`config.mk`:
```
export PLATFORM = sky130hd
export DESIGN_NAME = ex_div
export DESIGN_NICKNAME = d
export VERILOG_FILES = /design/src/rtl/ex_div.sv
export SDC_FILE = /design/constraint.sdc
export NUM_CORES = 1
export LEC_CHECK = 0
export BUFFER_PORTS_ARGS = -buffer_cell sky130_fd_sc_hd__buf_2
export CORE_ASPECT_RATIO = 1.75
export CORE_MARGIN = 3
export CORE_UTILIZATION = 32
export CTS_CLUSTER_SIZE = 25
export DETAILED_ROUTE_END_ITERATION = 6
export SLEW_MARGIN = 20
export SYNTH_ARGS = -nofsm -noshare
export SYNTH_HDL_FRONTEND = slang
export SYNTH_SLANG_ARGS = --single-unit
```
`constraint.sdc`:
```
create_clock -name clk -period 3.77 [get_ports clk]
set_input_delay 0.1885 -clock clk [delete_from_list [all_inputs] [get_ports clk]]
set_output_delay 0.1885 -clock clk [all_outputs]
set_load 0.1 [all_outputs]
```
`src/rtl/ex_div.sv`:
```
// ex_div: 32-bit restoring divider for the execute stage (DIV/DIVU/REM/REMU), one quotient bit per clock.
// Build option DIV_FAST_SPECIAL_EN: a zero divisor or signed overflow finishes straight from DIV_FREE.
//
// state    | meaning
// DIV_FREE | idle, accepts div_start when div_cancel is low
// DIV_ON   | 32 shift-subtract steps, abortable by div_cancel
// DIV_END  | result registered, div_ready high for this one cycle
module ex_div (
  input  logic        clk,
  input  logic        rst,
  input  logic        div_start,
  input  logic        div_signed,
  input  logic        div_rem,
  input  logic [31:0] div_op1,
  input  logic [31:0] div_op2,
  input  logic        div_cancel,
  output logic [31:0] div_result,
  output logic        div_ready,
  output logic        div_stallreq
);

  typedef enum logic [1:0] {
    DIV_FREE = 2'd0,
    DIV_ON   = 2'd1,
    DIV_END  = 2'd2
  } div_state_e;

  div_state_e  state_q, state_d;
  logic [5:0]  cnt_q, cnt_d;
  logic [64:0] acc_q, acc_d;
  logic [31:0] dsor_q, dsor_d;
  logic [31:0] op1_q, op1_d;
  logic        op2_neg_q, op2_neg_d;
  logic        sgn_q, sgn_d;
  logic        sel_rem_q, sel_rem_d;
  logic [31:0] result_q, result_d;
  logic        ready_q, ready_d;

  logic        op1_neg, op2_neg;
  logic [31:0] op1_abs, op2_abs;
  logic [32:0] hi_shift, trial;
  logic        take;
  logic [64:0] acc_step;
  logic [31:0] quo_fix, rem_fix, final_val;
  logic        lat_zero, lat_ovf;

  assign op1_neg = div_signed & div_op1[31];
  assign op2_neg = div_signed & div_op2[31];
  assign op1_abs = op1_neg ? -div_op1 : div_op1;
  assign op2_abs = op2_neg ? -div_op2 : div_op2;

  // acc_q[64] stays 0 after every step but is honoured so the compare covers the whole register
  assign hi_shift = acc_q[63:31];
  assign take     = acc_q[64] | (hi_shift >= {1'b0, dsor_q});
  assign trial    = hi_shift - {1'b0, dsor_q};
  assign acc_step = take ? {trial, acc_q[30:0], 1'b1} : {acc_q[63:0], 1'b0};

  assign lat_zero = (dsor_q == 32'd0);
  assign lat_ovf  = sgn_q && op1_q == 32'h8000_0000 && op2_neg_q && dsor_q == 32'd1;

  always_comb begin
    quo_fix = acc_step[31:0];
    rem_fix = acc_step[63:32];
    if (sgn_q && (op1_q[31] ^ op2_neg_q)) quo_fix = -acc_step[31:0];
    if (sgn_q && op1_q[31])               rem_fix = -acc_step[63:32];
    if (lat_zero) begin
      quo_fix = 32'hFFFF_FFFF;
      rem_fix = op1_q;
    end else if (lat_ovf) begin
      quo_fix = 32'h8000_0000;
      rem_fix = 32'h0000_0000;
    end
    final_val = sel_rem_q ? rem_fix : quo_fix;
  end

`ifdef DIV_FAST_SPECIAL_EN
  logic        in_zero, in_ovf;
  logic [31:0] fast_val;
  assign in_zero  = (div_op2 == 32'd0);
  assign in_ovf   = div_signed && div_op1 == 32'h8000_0000 && div_op2 == 32'hFFFF_FFFF;
  assign fast_val = in_zero ? (div_rem ? div_op1 : 32'hFFFF_FFFF)
                            : (div_rem ? 32'h0000_0000 : 32'h8000_0000);
`endif

  always_comb begin
    state_d   = state_q;
    cnt_d     = cnt_q;
    acc_d     = acc_q;
    dsor_d    = dsor_q;
    op1_d     = op1_q;
    op2_neg_d = op2_neg_q;
    sgn_d     = sgn_q;
    sel_rem_d = sel_rem_q;
    result_d  = result_q;
    ready_d   = 1'b0;
    case (state_q)
      DIV_FREE: begin
        if (div_start && !div_cancel) begin
          acc_d     = {33'd0, op1_abs};
          dsor_d    = op2_abs;
          op1_d     = div_op1;
          op2_neg_d = op2_neg;
          sgn_d     = div_signed;
          sel_rem_d = div_rem;
          cnt_d     = 6'd0;
          state_d   = DIV_ON;
`ifdef DIV_FAST_SPECIAL_EN
          if (in_zero || in_ovf) begin
            state_d  = DIV_END;
            result_d = fast_val;
            ready_d  = 1'b1;
          end
`endif
        end
      end
      DIV_ON: begin
        if (div_cancel) begin
          state_d = DIV_FREE;
        end else begin
          acc_d = acc_step;
          cnt_d = cnt_q + 6'd1;
          if (cnt_q == 6'd31) begin
            state_d  = DIV_END;
            result_d = final_val;
            ready_d  = 1'b1;
          end
        end
      end
      DIV_END: state_d = DIV_FREE;
      default: state_d = DIV_FREE;
    endcase
  end

  always_ff @(posedge clk) begin
    if (rst) begin
      state_q   <= DIV_FREE;
      cnt_q     <= 6'd0;
      acc_q     <= 65'd0;
      dsor_q    <= 32'd0;
      op1_q     <= 32'd0;
      op2_neg_q <= 1'b0;
      sgn_q     <= 1'b0;
      sel_rem_q <= 1'b0;
      result_q  <= 32'd0;
      ready_q   <= 1'b0;
    end else begin
      state_q   <= state_d;
      cnt_q     <= cnt_d;
      acc_q     <= acc_d;
      dsor_q    <= dsor_d;
      op1_q     <= op1_d;
      op2_neg_q <= op2_neg_d;
      sgn_q     <= sgn_d;
      sel_rem_q <= sel_rem_d;
      result_q  <= result_d;
      ready_q   <= ready_d;
    end
  end

  assign div_result   = result_q;
  assign div_ready    = ready_q;
  assign div_stallreq = !rst && ((state_q == DIV_FREE && div_start && !div_cancel) ||
                                 state_q == DIV_ON);

endmodule
```
==> run_results.csv <==
group,metric,value,unit
status,status,"complete, but fails checks",
status,violations,"negative setup slack",
power,vdd_drop_max,0.332,mV
sta,tns,-0.602,ns
synthesis,yosysWarnings,0,
synthesis,synth_top_cells_by_count,"nor2_1, nand2_1, a21oi_1",
synthesis,synth_seq_area_share,28.1,%
setup_path,cp.arrival,4.28,ns
setup_path,rr_worst_depth,19,
placed_design,hpwl,38800,um
cells_and_area,finalNetCount,2101,
setup_path,worst_ep_required_time,4.13,ns
floorplanning,dieArea,40900,sq um
setup_path,rrSetupSlack,-0.15,ns
global_routing,grt_antenna_before_repair,0,
placed_design,port_buffers,103,
drt,first_iter_violations,936,
cts,h-tree-depth,4,
sta,rsz0062_at_grt,"yes",
setup_path,crit_chain,"inv_2 -> ha_4 -> inv_2 -> fa_2 -> a211oi_4 -> o211ai_1 -> a21oi_2 -> buf_4 -> xor2_4 -> inv_2 -> or4_4 -> o31ai_4 -> and4b_1 -> buf_6 -> buf_4 -> nor2_1 -> xnor2_1 -> a21oi_1 -> o32ai_1",
hold_path,hold_depth,3,
cells_and_area,syn_to_final_growth,32.7,%
sta,setup_violations,7,
global_routing,grtUsageTotal,23.1,%
drt,dr.pass1.iters,5,
cells_and_area,stdcell_area,16300,sq um
cts,cts.sinks,173,
synthesis,yosysMostFrequentCell,"nor2_1",
floorplanning,ioPinCount,104,
cells_and_area,n_fill_cell,3836,
global_routing,grt_pass1_vias,13588,
sta,clock.fmax,255,MHz
floorplanning,start_util,32.6,%
hold_path,whs_endpoint,"op1_q[20]",
power,power_density,347,nW/um^2
floorplanning,rows,94,
synthesis,synth_ff_type,"dfxtp_1",
floorplanning,die_width,154,um
setup_path,path_max_fanout,6,
sta,drv_slew,0,
placed_design,gp_congestion,0.950,
cts,cts_tree,"yes",
synthesis,synthArstFlopShare,0,%
sta,finalCriticalPeriod,3.92,ns
cts,cts-root-buf,"clkbuf_16",
drt,dr_total_vias,13666,
drt,wl_per_cell,19.7,um
synthesis,postSynthCellCount,1708,
sta,whs,0.0142,ns
global_routing,use_met2,43.9,%
synthesis,yosysUniqueCellTypes,83,
synthesis,yosysTopAreaCellShare,28.1,%
global_routing,overflow,0,
floorplanning,core_area,37800,sq um
synthesis,yosys-top-cells-area,"dfxtp_1, a21oi_1, nor2_1",
setup_path,crit_type,"flop to flop",
drt,routed_via_density,5.50,
sta,finalCritPeriodShare,104,%
flow_run,drv_cap,0,
global_routing,grt_max_degree,97,
floorplanning,die_h,265,um
synthesis,syn_avg_cell_area,7.20,sq um
setup_path,rr_startpoint,"acc_q[31]",
synthesis,synth_nets,1816,
drt,wl,49100,um
cts,insertion_delay,0.45,ns
cells_and_area,diodes,0,
sta,skew,0.0123,ns
synthesis,synthesis.area,12300,sq um
synthesis,synth_edf_count,0,
sta,maxSlewHeadroom,28.2,%
power,leakage,6.51,nW
sta,hold_viol,0,
global_routing,gr-max-usage-layer,"met2",
cts,path_clk_slew,0.07,ns
cts,cts_max_path_buffers,2,
setup_path,r2r_end,"div_result[20]",
setup_path,cp_slowest_cell,"or4_4",
hold_path,hold_class,"input port to flop",
synthesis,synth-seq-cells,173,
global_routing,groute.layer.met3.usage,2.54,%
sta,setup_ws,-0.150,ns
placed_design,place_ws,-0.463,ns
cts,cts_buffers,17,
drt,drcViolationCount,0,
setup_path,cpPeakStageDelay,0.55,ns
setup_path,endpoint_kind,"flop",
sta,worst_slew_pin_slew,1.07,ns
hold_path,min_from,"div_op1[20]",
placed_design,placed_cell_area,14900,sq um
synthesis,yosys.area.top_type,"dfxtp_1",
global_routing,grt_pass1_wl,74600,um
cells_and_area,drive_above_1_share,26.5,%
setup_path,worst_path_most_repeated_cell,"inv_2",
setup_path,startpoint_type,"flop",
drt,final_antenna_net_count,0,
global_routing,gr-usage-met1,22.2,%
## worst max-delay path, delay by kind of cell (launching register included)
kind,cells,cell delay (ns)
xor+xnor,2,0.39
simple gates,3,0.86
flops,1,0.33
buf+inv,6,0.57
fa+ha+maj,2,0.49
compound gates,6,1.16
## metal layers
| metal | wire [um] | part of all wire [%] |
|---|---|---|
| met5 | 0 | 0 |
| met4 | 4150 | 8.5 |
| met3 | 1650 | 3.4 |
| met2 | 26400 | 54 |
| met1 | 16900 | 34 |
## where the power goes
| group | switching (mW) | internal [mW] |
|---|---|---|
| sequential | 0.0799 | 1.90 |
| combinational | 0.992 | 0.773 |
| clock | 0.817 | 1.11 |
| total | 1.89 | 3.78 |
## sequential cells by signal, indices dropped and copies added, names as in the netlist
name / flops
state_q: 2
dsor_q: 32
cnt_q: 6
div_result: 32
acc_q: 65
op1_q: 32
div_ready: 1
sel_rem_q: 1
op2_neg_q: 1
sgn_q: 1
## what timing repair did
| item | in CTS | in global routing |
|---|---|---|
| hold buffers | 8 | 0 |
| pin swaps | 25 | 47 |
| endpoints found under the hold margin | 8 | 0 |
| gates resized for setup | 42 | 85 |
| buffers inserted | 7 | 13 |
| endpoints found under the setup margin | 21 | 30 |
## layout make-up
class | instances | area [sq um] | area share (%)
multi-input cells | 1363 | 8750 | 53.6
flip-flops and latches | 173 | 3480 | 21.3
repair buffers | 378 | 2650 | 16.2
well taps | 480 | 601 | 3.68
clock buffers | 18 | 429 | 2.63
inverters | 60 | 225 | 1.38
clock inverters | 13 | 190 | 1.16
## cells by family after synthesis
family / synth area share (%)
xor+xnor: 10.4
simple gates: 23.9
buf+inv: 5.60
flops: 28.1
fa+ha+maj: 3.93
compound gates: 26.5
mux: 1.59
## cell usage in the layout, fill, tap and decap left out, types with 10 or more instances in the layout
cell	count
clkbuf_16	17
o211ai_1	22
nor2_1	234
a311oi_1	11
or3_1	17
a21oi_1	199
inv_1	50
ha_4	17
buf_2	102
nor3_1	36
o21ai_0	72
mux2i_1	13
nand2_1	207
a21oi_2	12
a32o_1	10
buf_4	260
o31ai_1	11
dfxtp_2	14
inv_2	10
nand4_1	15
a211oi_1	52
nor4_1	33
xor2_1	72
a22oi_1	17
nand3_1	15
a31oi_1	22
ha_1	16
xnor2_1	69
dfxtp_1	158
## through the flow
stage | power, mW | instances | utilization [%]
finish | 5.67 | 2485 | 43.3
global route | 5.91 | 2485 | 43.3
CTS | 5.56 | 2473 | 41.9
detailed placement | 3.58 | 2429 | 39.5
global placement | 3.57 | 2429 | 39.5
floorplan | 2.89 | 1708 | -
## worst max-delay path by stage
stage                          end  cells after the start  startpoint  slack, ns
floorplan           div_result[16]                     21  dsor_q[10]       0.01
global placement    div_result[28]                     17   dsor_q[1]      -0.37
detailed placement  div_result[22]                     17   dsor_q[1]      -0.46
CTS                 div_result[22]                     18   acc_q[31]      -0.15
global route        div_result[28]                     16   dsor_q[3]      -0.25
finish              div_result[20]                     19   acc_q[31]      -0.15
Power figures use the tool's default switching activity.
